## config.mk

```make
export PLATFORM = sky130hd
export DESIGN_NAME = ecc_resp_tx
export DESIGN_NICKNAME = d
export VERILOG_FILES = /design/src/rtl/ecc_resp_tx.sv
export SDC_FILE = /design/constraint.sdc
export NUM_CORES = 1
export LEC_CHECK = 0
export ABC_CLOCK_PERIOD_IN_PS = 2600
export CORE_UTILIZATION = 30
export DETAILED_ROUTE_END_ITERATION = 8
export PLACE_DENSITY = 0.56
export RECOVER_POWER = 100
export SYNTH_ARGS = -nofsm -noshare
export SYNTH_HDL_FRONTEND = slang
export SYNTH_SLANG_ARGS = --single-unit
```

## constraint.sdc

```tcl
create_clock -name clk -period 2.6 [get_ports clk]
set_clock_uncertainty 0.1 [all_clocks]
set_input_delay 0.26 -clock clk [delete_from_list [all_inputs] [get_ports clk]]
set_output_delay 0.26 -clock clk [all_outputs]
set_load 0.005 [all_outputs]
```

## src/rtl/ecc_resp_tx.sv

```systemverilog
// ecc_resp_tx: serialises a captured ECC result plus inverted CRC-16 (CCITT) to the encoder, one bit per request.
module ecc_resp_tx #(
  parameter int RESULT_W = 163,
  parameter int CRC_W    = 16
) (
  input  logic                clk,
  input  logic                rst,
  input  logic                i_time_up,
  input  logic                i_done_ECC,
  input  logic [RESULT_W-1:0] i_result,
  input  logic                i_bit_req_enc,
  output logic                o_tx_req,
  output logic                o_data_enc,
  output logic                o_last_bit,
  output logic                o_tx_done
);
  typedef enum logic [1:0] {IDLE, SEND_DATA, SEND_CRC, DONE} state_t;
  state_t              state;
  logic [7:0]          cnt;
  logic [CRC_W-1:0]    crc, crc_next, crc_sh;
  logic [RESULT_W-1:0] data_sh;
  logic                fb;
  always_comb begin
    fb       = crc[CRC_W-1] ^ data_sh[RESULT_W-1];
    crc_next = {crc[CRC_W-2:0], 1'b0} ^ (fb ? CRC_W'(16'h1021) : '0);
  end
  always_ff @(posedge clk) begin
    if (rst) begin
      state   <= IDLE;
      cnt     <= '0;
      crc     <= '1;
      data_sh <= '0;
      crc_sh  <= '0;
    end else if (i_time_up) begin
      state <= IDLE;
      cnt   <= '0;
    end else begin
      case (state)
        IDLE: if (i_done_ECC) begin
          data_sh <= i_result;
          crc     <= '1;
          cnt     <= '0;
          state   <= SEND_DATA;
        end
        SEND_DATA: if (i_bit_req_enc) begin
          crc     <= crc_next;
          data_sh <= {data_sh[RESULT_W-2:0], 1'b0};
          cnt     <= cnt + 8'd1;
          if (cnt == 8'(RESULT_W - 1)) begin
            crc_sh <= ~crc_next;
            cnt    <= '0;
            state  <= SEND_CRC;
          end
        end
        SEND_CRC: if (i_bit_req_enc) begin
          crc_sh <= {crc_sh[CRC_W-2:0], 1'b0};
          cnt    <= cnt + 8'd1;
          if (cnt == 8'(CRC_W - 1)) state <= DONE;
        end
        default: begin
          cnt   <= '0;
          state <= IDLE;
        end
      endcase
    end
  end
  // outputs decode purely from registered state, never from the request input
  always_comb begin
    o_tx_req   = (state == SEND_DATA) || (state == SEND_CRC);
    o_data_enc = (state == SEND_DATA) ? data_sh[RESULT_W-1] : (state == SEND_CRC) ? crc_sh[CRC_W-1] : 1'b0;
    o_last_bit = (state == SEND_CRC) && (cnt == 8'(CRC_W - 1));
    o_tx_done  = (state == DONE);
  end
endmodule

```

==> metrics, run 1 <==
Hold Violations, Final 0; Post-Synthesis Mean Instance Area around 9.3 um^2; clock period minus final worst setup slack approximately 2.4 ns; std cell rows 63; delay contributed by the slowest stage of the critical path 0.51 ns; origin of the worst setup path state[0]; element type at the critical path end output port; proportion of netlist area held by the largest area contributor 44.81%; CTS tree done; cell area after technology mapping between 9000 and 10000 um^2; average detailed-routed wire length per instance around 15 um; wire length of the first global-routing pass 36240 um; vias in the first global route 7000; most used flip-flop cell after synthesis sky130_fd_sc_hd__dfxtp_1; most numerous cell in the Yosys netlist sky130_fd_sc_hd__dfxtp_1; Pwr Density 696.0 nW/um^2; worst slew margin relative to its limit between 20% and 30%; largest fanout on the critical path 9; share of the clock period used by the worst path after layout 93.40%; Std-Cell Core Area 29800 um^2; via total after detailed routing 7403; unrepaired setup endpoints after global routing false; number of inserted filler cells in the final layout 2953; list of most frequent post-synthesis cells sky130_fd_sc_hd__dfxtp_1, sky130_fd_sc_hd__nor2_1, sky130_fd_sc_hd__mux2i_1; count of mapped cells out of synthesis 989; run status complete, no violations; data required time at the worst endpoint 2.24 ns; cell leakage power 4.082 nW; slew at the pin closest to its max-slew limit 1.100 ns; area occupied by registers 4104 um^2; remaining global-route overflow 0; Psw 0.002111 W; largest area contributor in the netlist sky130_fd_sc_hd__dfxtp_1; Stages on worst setup path 5; share of post-route cells with drive strength above 1 5.393%; number of distinct library cells after synthesis 41; number of remaining DRC errors 0; share of total power consumed by net switching 25.14%; WP data arrival 2.07 ns; Cell Int Power roughly 0.0063 W; post-route ant nets 0; accumulated negative setup slack 0 ns; Worst path slowest cell sky130_fd_sc_hd__clkdlybuf4s50_1; setup slack, reg-to-reg 0.24 ns; number of antenna violations at the first check in global routing 2; CP dominant cell by count sky130_fd_sc_hd__inv_1; Final Setup Violations 0; capture point of the worst path o_last_bit; worst r2r src cnt[0]; RR Endpoint crc_sh[11]; depth of the worst register-to-register path 6; global-route usage over all layers 14.05%; count of input and output buffers between 150 and 200; Clock Sinks 205; dominant cells by area after synthesis sky130_fd_sc_hd__dfxtp_1, sky130_fd_sc_hd__mux2i_1, sky130_fd_sc_hd__a211oi_1; final std cells w/o fill 1523; cell at the root of the clock tree sky130_fd_sc_hd__clkbuf_16; Die X-Extent 176.7 um; detailed placement HPWL roughly 14000 um; maximum vdd drop roughly 0.46 mV; routed via count divided by cell count 4.861; number of setup buffers added after CTS 0; H-Tree Level Count 1; category of the critical setup timing path reg -> out; number of CTS-inserted buffers 25; Die Footprint 31230 um^2; vertical extent of the die 176.7 um; area of the multi-input gates ~4700 um^2; worst-case setup margin in the final layout approximately 0.17 ns; number of buffer and inverter instances along the worst setup path 3; routability congestion estimate around 0.7; Iter 0 DRT Violations ~370; power share of the clock group 41.2%; number of slew-limit violations in the final report 0; Top Ports ~170; combinational group share of total power about 16%; clock latency of the later-clocked register in the worst-skew pair 0.50 ns; initial core utilization 30.73%; count of warnings emitted by yosys 0; Detailed Routing Iterations Pass 1 4; sequential share of power a little over two fifths; Placed Instances 1479; cells along the critical path inv_1 > ha_4 > inv_1 > nor2_2 > clkdlybuf4s50_1; max frequency 411.8 MHz; Post-Synthesis Net Count around 1200; post-placement worst setup slack between 0.2 and 0.25 ns; max-cap check violation count 0; pin count of the biggest net entering global routing 86; worst min path class in -> reg; fraction of registers with async set/reset 0%; # hold bufs at CTS 0; synth-to-layout area growth 31.71%; number of flops mapped to enable cells by yosys 0; family with the most delay on the worst path buffers and inverters; net count reported at finish 1291; total of flip-flops plus latches after synthesis 205; maximum number of buffers from clock root to sink 3; clock slew at reported path FFs 0.06 ns; CP Launch Type flop; portion of the post-synthesis area used by sequential elements 44.81%; total routed wirelength 22500 um
layer usage:
metal | vias up | GRT usage [%] | wire (um)
li1 | 3845 | - | -
met1 | 3391 | 19.59 | 10850
met2 | 133 | 22.45 | 10150
met3 | 34 | 2.169 | 929
met4 | 0 | 3.664 | 572
met5 | - | 0 | 0
layout make-up:
class | instances | area share [%]
Clock inverter | 5 | 0.6224
Tap cell | 390 | 4.046
Timing Repair Buffer | 188 | 16.13
Antenna cell | 2 | 0.04149
Inverter | 9 | 0.2801
Multi-Input combinational cell | 687 | 38.63
Sequential cell | 205 | 34.02
Clock buffer | 37 | 6.224
worst min-delay path by stage:
stage | cells after the start | to | start
final | 2 | crc_sh[14] | rst
after global routing | 2 | crc_sh[10] | rst
after CTS | 2 | crc_sh[14] | rst
after detailed placement | 2 | crc_sh[4] | crc_sh[4]
after global placement | 2 | crc_sh[4] | crc_sh[4]
after floorplan | 2 | data_sh[0] | i_result[0]
state kept, by name, indices dropped and copies added, names as in the netlist:
name     count
cnt          8
data_sh    163
crc_sh      16
crc         16
state        2
cells by family (layout without fill, tap and decap cells):
logic type      count (synthesis)  in the layout  synth area share (%)
compound gates                236            236                 18.43
xor+xnor                        8              8                0.7652
fa+ha+maj                       7              7                0.9564
buf+inv                        97            239                 4.509
flops                         205            205                 44.81
mux                           165            165                 18.05
other cells                     0              2                     0
simple gates                  271            271                 12.47
power groups by stage:
stage | Combinational [W] | Clock [W] | Sequential, W
2_1_floorplan | 0.000923 | 0 | 0.00359
3_3_place_gp | 0.00137 | 0 | 0.00363
3_5_place_dp | 0.00139 | 0 | 0.00363
4_1_cts | 0.00140 | 0.00359 | 0.00356
5_1_grt | 0.00153 | 0.00373 | 0.00360
6_report | 0.00138 | 0.00346 | 0.00356
per-stage QoR:
stage               hold WS [ns]  instance area, um^2  utilization [%]  power (W)
floorplan                 0.3275                 9158                -   0.004513
global placement          0.3524                11250            37.76   0.004995
detailed placement        0.3579                11250            37.76   0.005022
CTS                       0.1210                12080            40.54   0.008555
global route              0.1569                12060            40.48   0.008856
finish                    0.1442                12060            40.48   0.008395
cell usage in the layout, fill, tap and decap left out, drive strengths merged, types with 3 or more instances in the layout:
cell type and n:
dfxtp 205, nor2 193, clkdlybuf4s50 169, mux2i 164
a211oi 163, clkbuf 40, o21ai 25, nand2 21
a21oi 20, nor3 16, nand3 15, o21bai 15
buf 15, inv 9, ha 7, nand4 5
xor2 5, nor2b 3, or3 3, xnor2 3
nand2b 3, and3 3, or4 3, clkinv 3
worst register-to-register path, delay by kind of cell, from the launching register on:
family / cells / cell delay (ns)
buf+inv: 1 / 0.07
flops: 1 / 0.34
fa+ha+maj: 1 / 0.14
simple gates: 2 / 1.00
compound gates: 2 / 0.62
timing repair:
action / CTS / global route
resized for setup: 1 / 2
pin swaps: 0 / 0
endpoints found under the setup margin: 1 / 1
No activity file was read; power rests on OpenSTA's default activity.
==> inputs of run 2 (changes only) <==
ABC_AREA = 1   (was unset)
CELL_PAD_IN_SITES_DETAIL_PLACEMENT = 0   (was unset)
CELL_PAD_IN_SITES_GLOBAL_PLACEMENT = 1   (was unset)
CORE_ASPECT_RATIO = 0.7   (was unset)
PLACE_DENSITY = 0.73   (was 0.56)
==> metrics, run 2 <==
Clock Sinks 205 (unchanged); worst slew margin relative to its limit 46.83% (was 26.67%); share of the clock period used by the worst path after layout 94.97% (was 93.40%); initial core utilization 30.62% (was 30.73%); accumulated negative setup slack 0 ns (unchanged); detailed placement HPWL 16030 um (was 14400 um); wire length of the first global-routing pass 44060 um (was 36240 um); slew at the pin closest to its max-slew limit 0.7976 ns (was 1.100 ns); Final Setup Violations 0 (unchanged); Std-Cell Core Area 31280 um^2 (was 29800 um^2); Post-Synthesis Mean Instance Area 6.248 um^2 (was 9.259 um^2); number of distinct library cells after synthesis 22 (was 41); largest fanout on the critical path 17 (was 9); proportion of netlist area held by the largest area contributor 42.85% (was 44.81%); Iter 0 DRT Violations 725 (was 368); CP Launch Type flop (unchanged); global-route usage over all layers 16.26% (was 14.05%); Detailed Routing Iterations Pass 1 5 (was 4); vias in the first global route 8521 (was 7000); maximum number of buffers from clock root to sink 3 (unchanged); flip-flop count of the largest register, all copies and words added 163 (unchanged); std cell rows 54 (was 63); Hold Violations, Final 0 (unchanged); delay contributed by the slowest stage of the critical path 0.52 ns (was 0.51 ns); total routed wirelength 26820 um (was 22500 um); number of slew-limit violations in the final report 0 (unchanged); number of CTS-inserted buffers 22 (was 25); average detailed-routed wire length per instance 12.91 um (was 14.77 um); clock period minus final worst setup slack 2.469 ns (was 2.428 ns); count of mapped cells out of synthesis 1533 (was 989); number of inserted filler cells in the final layout 3399 (was 2953); post-route ant nets 0 (unchanged); Die Footprint 32660 um^2 (was 31230 um^2); Pwr Density 699.4 nW/um^2 (was 696.0 nW/um^2); Power, Total 0.008612 W (was 0.008395 W); most common cell after layout, fill and taps aside sky130_fd_sc_hd__nand2_1 (was sky130_fd_sc_hd__dfxtp_1); Placed Instances 2039 (was 1479); number of flops mapped to enable cells by yosys 0 (unchanged); routability congestion estimate 0.7660 (was 0.7070); cell at the root of the clock tree sky130_fd_sc_hd__clkbuf_16 (unchanged); Post-Synthesis Net Count 1708 (was 1164); most used flip-flop cell after synthesis sky130_fd_sc_hd__dfxtp_1 (unchanged); highest-count cells in the layout ignoring fill and taps sky130_fd_sc_hd__nand2_1, sky130_fd_sc_hd__nor2_1, sky130_fd_sc_hd__dfxtp_1, sky130_fd_sc_hd__o21ai_0, sky130_fd_sc_hd__clkdlybuf4s50_1 (was sky130_fd_sc_hd__dfxtp_1, sky130_fd_sc_hd__nor2_1, sky130_fd_sc_hd__clkdlybuf4s50_1, sky130_fd_sc_hd__mux2i_1, sky130_fd_sc_hd__a211oi_1); max-cap check violation count 0 (unchanged); max frequency 405.0 MHz (was 411.8 MHz); Die X-Extent 215.6 um (was 176.7 um); clock latency of the later-clocked register in the worst-skew pair 0.50 ns (about the same); number of antenna violations at the first check in global routing 0 (was 2); list of most frequent post-synthesis cells sky130_fd_sc_hd__nand2_1, sky130_fd_sc_hd__nor2_1, sky130_fd_sc_hd__dfxtp_1 (was sky130_fd_sc_hd__dfxtp_1, sky130_fd_sc_hd__nor2_1, sky130_fd_sc_hd__mux2i_1); count of input and output buffers 171 (unchanged); count of warnings emitted by yosys 0 (unchanged); CTS tree done (unchanged); H-Tree Level Count 1 (unchanged); Inserted Diodes 0 (was 2); cell area after technology mapping 9578 um^2 (was 9158 um^2); total of flip-flops plus latches after synthesis 205 (unchanged); Worst path slowest cell sky130_fd_sc_hd__clkdlybuf4s50_1 (unchanged); vertical extent of the die 151.5 um (was 176.7 um); category of the critical setup timing path reg -> out (unchanged); worst min path class in -> reg (unchanged); portion of the post-synthesis area used by sequential elements 42.85% (was 44.81%); WP data arrival 2.11 ns (was 2.07 ns); share of post-route cells with drive strength above 1 3.561% (was 5.393%); dominant cells by area after synthesis sky130_fd_sc_hd__dfxtp_1, sky130_fd_sc_hd__nand2_1, sky130_fd_sc_hd__nor2_1 (was sky130_fd_sc_hd__dfxtp_1, sky130_fd_sc_hd__mux2i_1, sky130_fd_sc_hd__a211oi_1); net count reported at finish 1819 (was 1291); via total after detailed routing 9315 (was 7403); pin count of the biggest net entering global routing 143 (was 86); register with the most flip-flops data_sh (unchanged); routed via count divided by cell count 4.485 (was 4.861); core occupancy in the finished layout 39.36% (was 40.48%); most numerous cell in the Yosys netlist sky130_fd_sc_hd__nand2_1 (was sky130_fd_sc_hd__dfxtp_1); data required time at the worst endpoint 2.24 ns (about the same); hold slack 0.2576 ns (was 0.1442 ns); element type at the critical path end output port (unchanged); number of remaining DRC errors 0 (unchanged); run status complete, no violations (unchanged); remaining global-route overflow 0 (unchanged); maximum vdd drop 0.4485 mV (was 0.4579 mV); Top Registers data_sh x163, crc x16, crc_sh x16 (unchanged); unrepaired setup endpoints after global routing false (unchanged); cell leakage power 5.380 nW (was 4.082 nW); cells along the critical path inv_2 > ha_4 > buf_12 > inv_1 > nor3_2 > clkdlybuf4s50_1 (was inv_1 > ha_4 > inv_1 > nor2_2 > clkdlybuf4s50_1); Top Ports 172 (unchanged); synth-to-layout area growth 28.57% (was 31.71%); fraction of registers with async set/reset 0% (unchanged); clock slew at reported path FFs 0.06 ns (about the same); final std cells w/o fill 2077 (was 1523); largest area contributor in the netlist sky130_fd_sc_hd__dfxtp_1 (unchanged)
run 2: final timing paths:
path	start	end	slack (ns)	depth (start not counted)
max	state[0]	o_last_bit	0.13	6
min	i_result[0]	data_sh[0]	0.26	3
max reg2reg	state[1]	data_sh[58]	0.26	9
min reg2reg	crc_sh[0]	crc_sh[0]	0.38	2
run 2: per-stage QoR:
stage / worst slack, ns / instance area [um^2]
finish: 0.1307 / 12310
global route: 0.01577 / 12310
CTS: 0.04197 / 12330
detailed placement: 0.3257 / 11580
global placement: 0.3404 / 11580
floorplan: 0.7794 / 9578
run 2: area by class of cell:
| class | count | area, um^2 | share of cell area (%) |
|---|---|---|---|
| sequential | 205 | 4104 | 33.33 |
| inverter | 26 | 107.6 | 0.8738 |
| clock inverter | 7 | 60.06 | 0.4877 |
| multi-input combinational | 1200 | 4947 | 40.17 |
| clock buffer | 30 | 631.9 | 5.131 |
| tap | 420 | 525.5 | 4.267 |
| timing repair buffer | 189 | 1938 | 15.74 |
run 2: critical path: cells and delay by family, from the launching register on:
kind	cells	cell delay [ns]
flip-flops	1	0.37
buffers and inverters	4	0.87
adder cells (fa/ha/maj)	1	0.18
AND/OR/NAND/NOR	1	0.18
run 2: layer usage:
| layer | global-route usage [%] | wire [um] | vias up |
|---|---|---|---|
| met3 | 2.555 | 936 | 31 |
| met5 | 0 | 0 | - |
| met4 | 3.511 | 410 | 0 |
| li1 | - | - | 4989 |
| met2 | 24.61 | 11390 | 133 |
| met1 | 24.11 | 14090 | 4162 |
run 2: logic make-up after synthesis:
kind of cell,share of synthesized area [%]
compound gates,12.50
xor+xnor,0.09146
fa+ha+maj,0.9144
buf+inv,5.761
flops,42.85
simple gates,37.88
run 2: power by group:
group | total [W] | switching, W | internal (W)
Combinational | 0.00181 | 0.00108 | 0.000731
Clock | 0.00307 | 0.00128 | 0.00179
Sequential | 0.00374 | 0.000196 | 0.00354
run 2: repair_timing:
| action | in CTS | in global routing |
|---|---|---|
| endpoints found under the setup margin | 2 | 3 |
| gates cloned | 1 | 0 |
| pin swaps | 0 | 0 |
| hold buffers | 0 | 0 |
| setup buffers | 0 | 0 |
| resized for setup | 6 | 3 |
==> patch 1, RTL diff (config.mk and constraints of run 1) <==
Make the reset (`rst`) asynchronous in one clocked block.
--- a/src/rtl/ecc_resp_tx.sv
+++ b/src/rtl/ecc_resp_tx.sv
@@ -26,3 +26,3 @@
   end
-  always_ff @(posedge clk) begin
+  always_ff @(posedge clk or posedge rst) begin
     if (rst) begin
Behaviour: differs if rst is asserted again (counterexample within 4 cycles, from zero or initial values and one cycle with rst high); with rst held inactive, the same outputs for 4 cycles.
==> patch 1 against run 1 <==
Sequential cell count stayed put; maximum frequency is 0.48% lower; routed wire length shrank 5.0%; via count is 5.3% lower; core utilization fell by 0.81 points; area after synthesis rose by 5.0%; final cell count down 1.1%; synthesized cell count down 5.9%; final area increased by 3.8%; setup slack worse by 0.012 ns.
Power is not compared: it rests on default switching activity, and its combinational part moved more than twofold at a synthesized area within 25%.
==> patch 1: results (changes against run 1) <==
{| class="wikitable"
! Metric !! Value
|-
| Outcome || completed
|-
| Worst r2r dst || crc_sh[3]$_DFFE_PP0P_
|-
| Share of synthesized flip-flops with an asynchronous set or reset || 1.00 (+1.00)
|-
| Initial DRC count || 370 (+0.54%)
|-
| Cells taking the most area after synthesis || sky130_fd_sc_hd__dfrtp_1 49%, sky130_fd_sc_hd__mux2i_1 17%, sky130_fd_sc_hd__a21oi_1 8.7%
|-
| Clock insertion delay at the later pin of the skew report || 0.52 ns (+0.02 ns)
|-
| Launch instance of the worst min-delay path || i_result[0]
|-
| Footprint of the multi-input gates || 4060 µm² (-13%)
|-
| Setup slack on the worst flop-to-flop path || 0.22 ns (-0.02 ns)
|-
| Worst setup margin || 0.160 ns (-0.0118 ns)
|-
| Pin count of the biggest net entering global routing || 102 (+19%)
|-
| Number of non-clock buffers in the layout || 194 (+3.2%)
|-
| Tot GR Track Use || 0.131 (-0.00917)
|-
| Antenna violations before repair || 3 (+1)
|-
| Arithmetic-cell share of the synthesized area counting full adders, half adders and majority gates || 0.00781 (-0.00175)
|-
| Hold WS || 0.259 ns (+0.115 ns)
|-
| Post-detail-place hpwl || 13900 µm (-3.2%)
|-
| XOR/XNOR Fraction of Synth Area || 0.00273 (-0.00492)
|-
| Non-clock buffer contribution to total cell area || 0.153 (-0.00868)
|-
| Global-route wire length before repair || 35600 µm (-1.7%)
|-
| Worst setup timing slack at the placement stage || 0.320 ns (+0.0771 ns)
|-
| Multiplexer share of the synthesized area || 0.193 (+0.0123)
|-
| Transition time at the pin with the least slew margin || 1.14 ns (+0.0415 ns)
|-
| Number of nets produced by synthesis || 1105 (-5.1%)
|-
| Worst setup path startpoint || cnt[1]$_DFFE_PP0P_
|-
| Hold Path Depth || 3 (+1)
|-
| Global placement routability congestion || 0.760 (+7.5%)
|}
-- patch 1: repair_timing --
action | in CTS | in global routing
resized for setup | 3 | 2
hold buffers | 1 | 0
setup buffers | 2 | 1
hold endpoints to repair | 1 | 0
endpoints found under the setup margin | 2 | 1
-- patch 1: per-stage QoR --
step	std cells	power [µW]	setup TNS [ns]
6_report	1507	13100	0
5_1_grt	1507	14200	0
2_1_floorplan	931	8790	-76.58
3_3_place_gp	1458	9890	0
4_1_cts	1506	13500	0
3_5_place_dp	1458	10000	0
-- patch 1: tightest hold or removal path: cells and delay by family --
family / cells / cell delay, ns
buf+inv: 1 / 0.40
simple gates: 1 / 0.07
compound gates: 1 / 0.07
-- patch 1: per-layer routing --
metal | share of wire | GRT usage
met5 | 0.0011 | 0
met4 | 0.017 | 0.0258
met3 | 0.068 | 0.0419
met2 | 0.46 | 0.217
met1 | 0.45 | 0.168
==> patch 2, RTL diff (flow settings as in run 1) <==
Without the edit above. `RESULT_W`: 163 -> 171.
--- a/src/rtl/ecc_resp_tx.sv
+++ b/src/rtl/ecc_resp_tx.sv
@@ -2,3 +2,3 @@
 module ecc_resp_tx #(
-  parameter int RESULT_W = 163,
+  parameter int RESULT_W = 171,
   parameter int CRC_W    = 16
Ports: changed (resized i_result); port bits go from 172 to 180. No check against the original RTL was run, so the function may have changed too.
==> patch 2 against run 1 <==
Final area rose by 4.4%; setup slack worse by 0.031 ns; sequential cell count is 8 higher; core utilization is 0.48 points lower; total power up 3.3%; die area rose by 4.7%; area after synthesis increased by 4.8%; routed wire length is 3.0% higher.
==> patch 2: results (changes against run 1) <==
{| class="wikitable"
! Metric !! Value
|-
| Port Buf Inserts || 179 (+4.7%)
|-
| Tot GR Track Use || 0.141 (about the same)
|-
| Synthesized area per cell || 9.30 µm² (+0.39%)
|-
| Top flop regs || data_sh: 171 flops, crc: 16 flops, crc_sh: 16 flops
|-
| Instance area after placement || 11800 µm² (+4.8%)
|-
| Design internal power || 6450 µW (+2.6%)
|-
| Clock buffers and inverters, area share || 0.0655 (-0.00296)
|-
| Hold WS || 0.207 ns (+0.0632 ns)
|-
| Vias in the first global route || 7516 (+7.4%)
|-
| Overall via count from detail_route || 7798 (+5.3%)
|-
| Outcome || completed
|-
| Transition time at the pin with the least slew margin || 0.868 ns (-0.232 ns)
|-
| Number of placed cells counting well taps || 1544 (+4.4%)
|-
| Number of non-clock buffers in the layout || 206 (+9.6%)
|-
| Area share of the largest cell type after synthesis || 0.445 (-0.00365)
|-
| Multiplexer share of the synthesized area || 0.181 (+0.000546)
|-
| Part of the cycle the worst path needs || 0.946 (+0.0120)
|-
| Share of power burned in the clock network || 0.406 (-0.006)
|-
| Global-route wire length before repair || 38600 µm (+6.5%)
|-
| Clock sink count || 213 (+3.9%)
|-
| Post-detail-place hpwl || 15000 µm (+4.3%)
|-
| Proportion of cell area occupied by multi-input gates || 0.389 (+0.00262)
|-
| R2R depth || 8 (+2)
|-
| Pin count of the biggest net entering global routing || 96 (+12%)
|-
| Arrival time at the worst endpoint || 2.10 ns (+0.03 ns)
|-
| Routed wire per std cell || 14.6 µm (-1.2%)
|-
| Cells taking the most area after synthesis || sky130_fd_sc_hd__dfxtp_1 44%, sky130_fd_sc_hd__mux2i_1 18%, sky130_fd_sc_hd__a211oi_1 13%
|-
| Worst r2r dst || data_sh[34]$_SDFFE_PP0P_
|}
[patch 2: cell types whose count changed after synthesis, moves of 5 or more]
| cell | run 1 | this run |
|---|---|---|
| sky130_fd_sc_hd__mux2i_1 | 164 | 172 |
| sky130_fd_sc_hd__clkbuf_1 | 42 | 70 |
| sky130_fd_sc_hd__a211oi_1 | 163 | 171 |
| sky130_fd_sc_hd__buf_2 | 39 | 18 |
| sky130_fd_sc_hd__dfxtp_1 | 205 | 213 |
| sky130_fd_sc_hd__nor3b_1 | 0 | 15 |
| sky130_fd_sc_hd__xor2_1 | 5 | 0 |
| sky130_fd_sc_hd__nor3_1 | 15 | 2 |
[patch 2: what timing repair did]
| action | 4_1_cts | 5_1_grt |
|---|---|---|
| hold buffers | 0 | 0 |
| pin swaps | 1 | 0 |
| gates resized for setup | 6 | 2 |
| setup endpoints to repair | 2 | 1 |
